### src/rtl/axi_lite_mem_arbiter_if.sv
// axi_lite_mem_arbiter_if: one AXI-Lite port bundle (AR/R/AW/W/B); master drives requests, slave drives responses.
interface axi_lite_mem_arbiter_if #(
  parameter int ADDR_W = 32,
  parameter int DATA_W = 32
);
  logic              ar_valid, ar_ready;
  logic [ADDR_W-1:0] ar_addr;
  logic              r_valid, r_ready;
  logic [DATA_W-1:0] r_data;
  logic [1:0]        r_resp;
  logic              aw_valid, aw_ready;
  logic [ADDR_W-1:0] aw_addr;
  logic              w_valid, w_ready;
  logic [DATA_W-1:0] w_data;
  logic [DATA_W/8-1:0] w_strb;
  logic              b_valid, b_ready;
  logic [1:0]        b_resp;
  modport master (
    output ar_valid, ar_addr, r_ready, aw_valid, aw_addr, w_valid, w_data, w_strb, b_ready,
    input  ar_ready, r_valid, r_data, r_resp, aw_ready, w_ready, b_valid, b_resp
  );
  modport slave (
    input  ar_valid, ar_addr, r_ready, aw_valid, aw_addr, w_valid, w_data, w_strb, b_ready,
    output ar_ready, r_valid, r_data, r_resp, aw_ready, w_ready, b_valid, b_resp
  );
endinterface

### src/rtl/axi_lite_mem_arbiter.sv
// axi_lite_mem_arbiter: shares one AXI-Lite memory slave between IFU (read-only) and LSU, one transaction at a time.
module axi_lite_mem_arbiter (
  input  logic clk_i,
  input  logic rst_i,
  axi_lite_mem_arbiter_if.slave  ifu,
  axi_lite_mem_arbiter_if.slave  lsu,
  axi_lite_mem_arbiter_if.master slv
);
  typedef enum logic [3:0] {
    IDLE       = 4'b0001,
    GNT_IFU_RD = 4'b0010,
    GNT_LSU_RD = 4'b0100,
    GNT_LSU_WR = 4'b1000
  } state_t;
  state_t state_q, state_d;
  logic last_rd_q, last_rd_d;
  logic ar_done_q, ar_done_d, aw_done_q, aw_done_d, w_done_q, w_done_d;
  logic rd_ifu, rd_lsu, wr, b_en, pick_ifu, r_hs, b_hs, unused;
  assign rd_ifu = state_q == GNT_IFU_RD;
  assign rd_lsu = state_q == GNT_LSU_RD;
  assign wr     = state_q == GNT_LSU_WR;
  assign b_en   = wr & aw_done_q & w_done_q;
  // ar_done masks the address channel so a master still holding ar_valid is not accepted twice
  assign slv.ar_valid = ((rd_ifu & ifu.ar_valid) | (rd_lsu & lsu.ar_valid)) & ~ar_done_q;
  assign slv.ar_addr  = rd_lsu ? lsu.ar_addr : ifu.ar_addr;
  assign ifu.ar_ready = rd_ifu & ~ar_done_q & slv.ar_ready;
  assign lsu.ar_ready = rd_lsu & ~ar_done_q & slv.ar_ready;
  assign slv.r_ready  = (rd_ifu & ifu.r_ready) | (rd_lsu & lsu.r_ready);
  assign ifu.r_valid  = rd_ifu & slv.r_valid;
  assign lsu.r_valid  = rd_lsu & slv.r_valid;
  assign ifu.r_data   = slv.r_data;
  assign lsu.r_data   = slv.r_data;
  assign ifu.r_resp   = slv.r_resp;
  assign lsu.r_resp   = slv.r_resp;
  assign slv.aw_valid = wr & ~aw_done_q & lsu.aw_valid;
  assign slv.aw_addr  = lsu.aw_addr;
  assign lsu.aw_ready = wr & ~aw_done_q & slv.aw_ready;
  assign slv.w_valid  = wr & ~w_done_q & lsu.w_valid;
  assign slv.w_data   = lsu.w_data;
  assign slv.w_strb   = lsu.w_strb;
  assign lsu.w_ready  = wr & ~w_done_q & slv.w_ready;
  assign slv.b_ready  = b_en & lsu.b_ready;
  assign lsu.b_valid  = b_en & slv.b_valid;
  assign lsu.b_resp   = slv.b_resp;
  assign ifu.b_resp   = slv.b_resp;
  assign ifu.aw_ready = 1'b0;
  assign ifu.w_ready  = 1'b0;
  assign ifu.b_valid  = 1'b0;
  assign unused = ^{ifu.aw_valid, ifu.aw_addr, ifu.w_valid, ifu.w_data, ifu.w_strb, ifu.b_ready};
  assign r_hs = slv.r_valid & slv.r_ready;
  assign b_hs = slv.b_valid & slv.b_ready;
  // last_rd_q high means the LSU had the last read, so the IFU wins the next tie
  assign pick_ifu = ifu.ar_valid & (~lsu.ar_valid | last_rd_q);
  always_comb begin
    state_d   = (state_q == IDLE) ? ((lsu.aw_valid & lsu.w_valid) ? GNT_LSU_WR :
                                     pick_ifu ? GNT_IFU_RD :
                                     lsu.ar_valid ? GNT_LSU_RD : IDLE)
                                  : ((r_hs | b_hs) ? IDLE : state_q);
    last_rd_d = (state_d == GNT_IFU_RD) ? 1'b0 : (state_d == GNT_LSU_RD) ? 1'b1 : last_rd_q;
    ar_done_d = (state_d == IDLE) ? 1'b0 : ar_done_q | (slv.ar_valid & slv.ar_ready);
    aw_done_d = (state_d == IDLE) ? 1'b0 : aw_done_q | (slv.aw_valid & slv.aw_ready);
    w_done_d  = (state_d == IDLE) ? 1'b0 : w_done_q | (slv.w_valid & slv.w_ready);
  end
  always_ff @(posedge clk_i or posedge rst_i) begin
    if (rst_i) begin
      state_q   <= IDLE;
      last_rd_q <= 1'b1;
      ar_done_q <= 1'b0;
      aw_done_q <= 1'b0;
      w_done_q  <= 1'b0;
    end else begin
      state_q   <= state_d;
      last_rd_q <= last_rd_d;
      ar_done_q <= ar_done_d;
      aw_done_q <= aw_done_d;
      w_done_q  <= w_done_d;
    end
  end
endmodule

### src/flat_wrapper.sv
// flat-port wrapper written by rule: the top's interface ports become plain ports
module axi_lite_mem_arbiter_flat 
  (clk_i, rst_i, ifu_ar_valid, ifu_ar_addr, ifu_r_ready, ifu_aw_valid, ifu_aw_addr, ifu_w_valid, ifu_w_data, ifu_w_strb, ifu_b_ready, ifu_ar_ready, ifu_r_valid, ifu_r_data, ifu_r_resp, ifu_aw_ready, ifu_w_ready, ifu_b_valid, ifu_b_resp, lsu_ar_valid, lsu_ar_addr, lsu_r_ready, lsu_aw_valid, lsu_aw_addr, lsu_w_valid, lsu_w_data, lsu_w_strb, lsu_b_ready, lsu_ar_ready, lsu_r_valid, lsu_r_data, lsu_r_resp, lsu_aw_ready, lsu_w_ready, lsu_b_valid, lsu_b_resp, slv_ar_valid, slv_ar_addr, slv_r_ready, slv_aw_valid, slv_aw_addr, slv_w_valid, slv_w_data, slv_w_strb, slv_b_ready, slv_ar_ready, slv_r_valid, slv_r_data, slv_r_resp, slv_aw_ready, slv_w_ready, slv_b_valid, slv_b_resp);
  axi_lite_mem_arbiter_if #(.ADDR_W(32), .DATA_W(32)) ifu_i ();
  axi_lite_mem_arbiter_if #(.ADDR_W(32), .DATA_W(32)) lsu_i ();
  axi_lite_mem_arbiter_if #(.ADDR_W(32), .DATA_W(32)) slv_i ();
  input  logic clk_i;
  input  logic rst_i;
  input wire logic [$bits(ifu_i.ar_valid)-1:0] ifu_ar_valid;
  input wire logic [$bits(ifu_i.ar_addr)-1:0] ifu_ar_addr;
  input wire logic [$bits(ifu_i.r_ready)-1:0] ifu_r_ready;
  input wire logic [$bits(ifu_i.aw_valid)-1:0] ifu_aw_valid;
  input wire logic [$bits(ifu_i.aw_addr)-1:0] ifu_aw_addr;
  input wire logic [$bits(ifu_i.w_valid)-1:0] ifu_w_valid;
  input wire logic [$bits(ifu_i.w_data)-1:0] ifu_w_data;
  input wire logic [$bits(ifu_i.w_strb)-1:0] ifu_w_strb;
  input wire logic [$bits(ifu_i.b_ready)-1:0] ifu_b_ready;
  output wire logic [$bits(ifu_i.ar_ready)-1:0] ifu_ar_ready;
  output wire logic [$bits(ifu_i.r_valid)-1:0] ifu_r_valid;
  output wire logic [$bits(ifu_i.r_data)-1:0] ifu_r_data;
  output wire logic [$bits(ifu_i.r_resp)-1:0] ifu_r_resp;
  output wire logic [$bits(ifu_i.aw_ready)-1:0] ifu_aw_ready;
  output wire logic [$bits(ifu_i.w_ready)-1:0] ifu_w_ready;
  output wire logic [$bits(ifu_i.b_valid)-1:0] ifu_b_valid;
  output wire logic [$bits(ifu_i.b_resp)-1:0] ifu_b_resp;
  input wire logic [$bits(lsu_i.ar_valid)-1:0] lsu_ar_valid;
  input wire logic [$bits(lsu_i.ar_addr)-1:0] lsu_ar_addr;
  input wire logic [$bits(lsu_i.r_ready)-1:0] lsu_r_ready;
  input wire logic [$bits(lsu_i.aw_valid)-1:0] lsu_aw_valid;
  input wire logic [$bits(lsu_i.aw_addr)-1:0] lsu_aw_addr;
  input wire logic [$bits(lsu_i.w_valid)-1:0] lsu_w_valid;
  input wire logic [$bits(lsu_i.w_data)-1:0] lsu_w_data;
  input wire logic [$bits(lsu_i.w_strb)-1:0] lsu_w_strb;
  input wire logic [$bits(lsu_i.b_ready)-1:0] lsu_b_ready;
  output wire logic [$bits(lsu_i.ar_ready)-1:0] lsu_ar_ready;
  output wire logic [$bits(lsu_i.r_valid)-1:0] lsu_r_valid;
  output wire logic [$bits(lsu_i.r_data)-1:0] lsu_r_data;
  output wire logic [$bits(lsu_i.r_resp)-1:0] lsu_r_resp;
  output wire logic [$bits(lsu_i.aw_ready)-1:0] lsu_aw_ready;
  output wire logic [$bits(lsu_i.w_ready)-1:0] lsu_w_ready;
  output wire logic [$bits(lsu_i.b_valid)-1:0] lsu_b_valid;
  output wire logic [$bits(lsu_i.b_resp)-1:0] lsu_b_resp;
  output wire logic [$bits(slv_i.ar_valid)-1:0] slv_ar_valid;
  output wire logic [$bits(slv_i.ar_addr)-1:0] slv_ar_addr;
  output wire logic [$bits(slv_i.r_ready)-1:0] slv_r_ready;
  output wire logic [$bits(slv_i.aw_valid)-1:0] slv_aw_valid;
  output wire logic [$bits(slv_i.aw_addr)-1:0] slv_aw_addr;
  output wire logic [$bits(slv_i.w_valid)-1:0] slv_w_valid;
  output wire logic [$bits(slv_i.w_data)-1:0] slv_w_data;
  output wire logic [$bits(slv_i.w_strb)-1:0] slv_w_strb;
  output wire logic [$bits(slv_i.b_ready)-1:0] slv_b_ready;
  input wire logic [$bits(slv_i.ar_ready)-1:0] slv_ar_ready;
  input wire logic [$bits(slv_i.r_valid)-1:0] slv_r_valid;
  input wire logic [$bits(slv_i.r_data)-1:0] slv_r_data;
  input wire logic [$bits(slv_i.r_resp)-1:0] slv_r_resp;
  input wire logic [$bits(slv_i.aw_ready)-1:0] slv_aw_ready;
  input wire logic [$bits(slv_i.w_ready)-1:0] slv_w_ready;
  input wire logic [$bits(slv_i.b_valid)-1:0] slv_b_valid;
  input wire logic [$bits(slv_i.b_resp)-1:0] slv_b_resp;
  assign ifu_i.ar_valid = ifu_ar_valid;
  assign ifu_i.ar_addr = ifu_ar_addr;
  assign ifu_i.r_ready = ifu_r_ready;
  assign ifu_i.aw_valid = ifu_aw_valid;
  assign ifu_i.aw_addr = ifu_aw_addr;
  assign ifu_i.w_valid = ifu_w_valid;
  assign ifu_i.w_data = ifu_w_data;
  assign ifu_i.w_strb = ifu_w_strb;
  assign ifu_i.b_ready = ifu_b_ready;
  assign ifu_ar_ready = ifu_i.ar_ready;
  assign ifu_r_valid = ifu_i.r_valid;
  assign ifu_r_data = ifu_i.r_data;
  assign ifu_r_resp = ifu_i.r_resp;
  assign ifu_aw_ready = ifu_i.aw_ready;
  assign ifu_w_ready = ifu_i.w_ready;
  assign ifu_b_valid = ifu_i.b_valid;
  assign ifu_b_resp = ifu_i.b_resp;
  assign lsu_i.ar_valid = lsu_ar_valid;
  assign lsu_i.ar_addr = lsu_ar_addr;
  assign lsu_i.r_ready = lsu_r_ready;
  assign lsu_i.aw_valid = lsu_aw_valid;
  assign lsu_i.aw_addr = lsu_aw_addr;
  assign lsu_i.w_valid = lsu_w_valid;
  assign lsu_i.w_data = lsu_w_data;
  assign lsu_i.w_strb = lsu_w_strb;
  assign lsu_i.b_ready = lsu_b_ready;
  assign lsu_ar_ready = lsu_i.ar_ready;
  assign lsu_r_valid = lsu_i.r_valid;
  assign lsu_r_data = lsu_i.r_data;
  assign lsu_r_resp = lsu_i.r_resp;
  assign lsu_aw_ready = lsu_i.aw_ready;
  assign lsu_w_ready = lsu_i.w_ready;
  assign lsu_b_valid = lsu_i.b_valid;
  assign lsu_b_resp = lsu_i.b_resp;
  assign slv_ar_valid = slv_i.ar_valid;
  assign slv_ar_addr = slv_i.ar_addr;
  assign slv_r_ready = slv_i.r_ready;
  assign slv_aw_valid = slv_i.aw_valid;
  assign slv_aw_addr = slv_i.aw_addr;
  assign slv_w_valid = slv_i.w_valid;
  assign slv_w_data = slv_i.w_data;
  assign slv_w_strb = slv_i.w_strb;
  assign slv_b_ready = slv_i.b_ready;
  assign slv_i.ar_ready = slv_ar_ready;
  assign slv_i.r_valid = slv_r_valid;
  assign slv_i.r_data = slv_r_data;
  assign slv_i.r_resp = slv_r_resp;
  assign slv_i.aw_ready = slv_aw_ready;
  assign slv_i.w_ready = slv_w_ready;
  assign slv_i.b_valid = slv_b_valid;
  assign slv_i.b_resp = slv_b_resp;
  axi_lite_mem_arbiter u_core (.clk_i(clk_i), .rst_i(rst_i), .ifu(ifu_i), .lsu(lsu_i), .slv(slv_i));
endmodule
### config.mk
export PLATFORM = sky130hd
export DESIGN_NAME = axi_lite_mem_arbiter_flat
export DESIGN_NICKNAME = d
export VERILOG_FILES = /design/src/rtl/axi_lite_mem_arbiter_if.sv /design/src/rtl/axi_lite_mem_arbiter.sv /design/src/flat_wrapper.sv
export SDC_FILE = /design/constraint.sdc
export NUM_CORES = 1
export LEC_CHECK = 0
export ABC_AREA = 1
export CAP_MARGIN = 20
export CELL_PAD_IN_SITES_DETAIL_PLACEMENT = 0
export CELL_PAD_IN_SITES_GLOBAL_PLACEMENT = 1
export CORE_AREA = 2 2 173 175
export CTS_CLUSTER_SIZE = 16
export DETAILED_ROUTE_END_ITERATION = 8
export DIE_AREA = 0 0 175 177
export GPL_TIMING_DRIVEN = 0
export PLACE_DENSITY_LB_ADDON = 0.1
export REMOVE_ABC_BUFFERS = 1
export SYNTH_ARGS = -nofsm -noshare
export SYNTH_HDL_FRONTEND = slang
export SYNTH_SLANG_ARGS = --single-unit
### constraint.sdc
create_clock -name clk_i -period 2.6 [get_ports clk_i]
set_input_delay 0.52 -clock clk_i [delete_from_list [all_inputs] [get_ports clk_i]]
set_output_delay 0.52 -clock clk_i [all_outputs]
set_load 0.02 [all_outputs]
==> results.toml <==
[layout]
nets = 504
area_growth_pct = 38.7
drive_gt1_share_pct = 25.6
fin_area_um2 = 2890
utilization_pct = 9.87

[flow_run]
maxCapViolCount = 0

[grt]
grt_pass1_vias = 1623
overflow = 0
grt_max_degree = 19
grt_pass1_wl_mm = 28.1
globalRouteTotalUtil_pct = 15.3
antenna_found_initial = 1

[die]
chipHeight_um = 177
fp.dieW_um = 175
initial_utilization_pct = 7.12
rows = 63
io_pins = 440
coreArea_um2 = 29200
die_area_um2 = 31000

[outcome]
status = "complete, no violations"

[power]
pwr-share-comb_pct = 39.3
seqPwrFrac_pct = 20.4
power_frac_clock_pct = 40.2
netSwitchingFraction_pct = 25.6
vdd_ir_drop_max_mv = 0.150
power.density_nw_per_um2 = 232
leakagePower_uw = 0.00121
power.switching_uw = 171
power_uw = 669
intPower_uw = 498

[routing]
postRouteAntennaNets = 0
drt-initial-drc-count = 62
first_pass_iters = 4
vias_per_cell = 2.59
vias = 1659
drc = 0
post_drt_wl_per_cell_um = 38.9
wl_mm = 24.9

[setup_path]
worst_path_max_delay_cell = "dfstp_2"
r2r_setup_slack_ns = 0.85
max_stage_delay_ns = 0.59
cp_num_buf_inv = 1
critPathArrivalTime_ns = 2.00
setup.worst_path.class = "reg2out"
cp_top_family = "flip-flops"
cp.required_ns = 2.08
cp-start-kind = "flip-flop"
crit_start = "u_core.state_q[0]$_DFF_PP1_"
cp-end-kind = "primary output"
path_max_fanout = 18
reg2reg_from = "u_core.state_q[2]$_DFF_PP0_"
crit_chain = "nor2_4, nand2_8, mux2_2, clkdlybuf4s50_1"

[synth]
synth_cells = 266
ys.warnings.count = 0
synth_flop_cell = "dfrtp_1"
synthDistinctLibCells = 25
synth_edf_count = 0
synth_seq_area_share_pct = 9.74
synth-seq-cells = 8
synthArstFlopShare_pct = 100
syn_area_per_cell_um2 = 7.82
synth.cell_area_um2 = 2080

[placement]
hpwl_mm = 23.4
gp_congestion = 0.776
dpl_cell_area_um2 = 2700
port_buffers = 121

[cts]
clockRootBuffer = "clkbuf_16"
cts_buffers = 3
cts_tree = "yes"
path_clk_slew_ns = 0.04
clk_latency_ns = 0.23
cts_buffer_depth = 2
clock_sinks = 8
htreeDepth = 1

[sta]
fin_skew_ns = 0.00246
maxSlewViolCount = 0
setup_viol = 0
min_period_over_period_pct = 96.9
rsz0062_at_grt = "no"
final-hold-violation-count = 0
min_period_ns = 2.52
max_freq_mhz = 397
final.setup.tns_ns = 0

[min_path]
hold_start = "u_core.last_rd_q$_DFFE_PP1P_"
min_path_type = "reg2reg"
==> cells by family (layout without fill, tap and decap cells) <==
group           after synthesis  after routing  synth area share, %
compound gates                7              7                 2.10
buf+inv                     165            146                 55.8
flops                         8              8                 9.74
mux                          32             32                 17.3
other cells                   1              4                0.180
simple gates                 53             54                 14.9
==> registers in the layout, indices dropped and copies added (netlist names) <==
| name | cells |
|---|---|
| u_core.aw_done_q | 1 |
| u_core.w_done_q | 1 |
| u_core.state_q | 4 |
| u_core.last_rd_q | 1 |
| u_core.ar_done_q | 1 |
==> timing repair <==
item	4_1_cts	5_1_grt
endpoints found under the setup margin	38	21
pin swaps	2	2
hold buffers	0	0
setup buffers	1	1
gates cloned	1	0
resized for setup	25	18
==> power groups by stage <==
stage	Clock [µW]	Sequential (µW)	Combinational (µW)
floorplan	0	136	85.9
global placement	0	138	267
detailed placement	0	137	265
CTS	275	137	263
global route	289	138	279
finish	269	137	263
==> layer usage <==
metal	part of all wire [%]	routed length (µm)	global-route usage (%)
met4	5.0	1240	6.60
met3	22	5530	15.6
met5	0.38	95	2.40
met2	53	13200	28.7
met1	20	4880	8.71
==> Yosys cell counts (3+ instances only) <==
cell     instances  area [µm²]
nor2_1          13        48.8
nand2_2          7        43.8
mux2_2          32         360
inv_2            3        11.3
nand3_1          5        25.0
inv_1           15        56.3
nor2_2           3        18.8
dfrtp_1          6         150
nor3b_1          4        30.0
buf_2            3        15.0
nand2_1         11        41.3
nand3_2          3        30.0
buf_4          143        1070
a21oi_1          3        15.0
==> metrics by stage <==
step / worst slack [ns] / std cells / hold WS, ns
detailed placement: -0.432 / 633 / 0.468
finish: 0.0807 / 641 / 0.464
global route: 0.0109 / 641 / 0.491
global placement: -0.466 / 633 / 0.464
floorplan: 0.506 / 122 / 0.334
CTS: -0.121 / 639 / 0.472
==> cell usage in the layout (no fill, tap or decap), types with 2 or more instances in the layout <==
cell / Yosys / routed
o21ai_2: 2 / 2
nand3_1: 5 / 5
nand3_2: 3 / 3
dfrtp_1: 6 / 6
conb_1: 1 / 3
dlygate4sd2_1: 0 / 20
inv_1: 15 / 15
dfstp_2: 2 / 2
a21oi_1: 3 / 3
nand2_1: 11 / 11
mux2_2: 32 / 32
nor3_1: 2 / 2
clkdlybuf4s50_1: 0 / 85
dlymetal6s2s_1: 0 / 16
inv_2: 3 / 3
nor2_1: 13 / 12
nand2_8: 0 / 2
clkbuf_16: 0 / 3
buf_12: 0 / 2
nor3b_1: 4 / 4
nand2_2: 7 / 6
nor2_4: 2 / 5
==> final timing paths <==
kind	end	cells past startpoint
max in group asynchronous	u_core.last_rd_q$_DFFE_PP1P_	2
worst max register to register	u_core.ar_done_q$_DFF_PP0_	12
min in group asynchronous	u_core.w_done_q$_DFF_PP0_	2
worst min register to register	u_core.last_rd_q$_DFFE_PP1P_	2
worst max-delay path	slv_ar_addr[29]	4
worst min-delay path	u_core.last_rd_q$_DFFE_PP1P_	2
==> worst reg2reg max path, cell delays in order (launching register included) <==
cell and delay, ns:
dfrtp_1 0.39, inv_2 0.08, nor2_4 0.21, buf_12 0.15, nand3_2 0.06, nand2_2 0.08, nand2_2 0.07, nand3_1 0.12
nand2_2 0.09, clkinv_2 0.06, nand2_2 0.05, nor2_2 0.20, nor2_1 0.06
==> final cells by class <==
| cell class | count | area (µm²) |
|---|---|---|
| fillers | 3394 | 26400 |
| repair buffers | 123 | 1270 |
| multi-input cells | 96 | 776 |
| well taps | 390 | 488 |
| flip-flops and latches | 8 | 203 |
| clock buffers | 4 | 78.8 |
| inverters | 19 | 72.6 |
| diodes | 1 | 2.50 |
No activity file was read; power rests on OpenSTA's default activity.
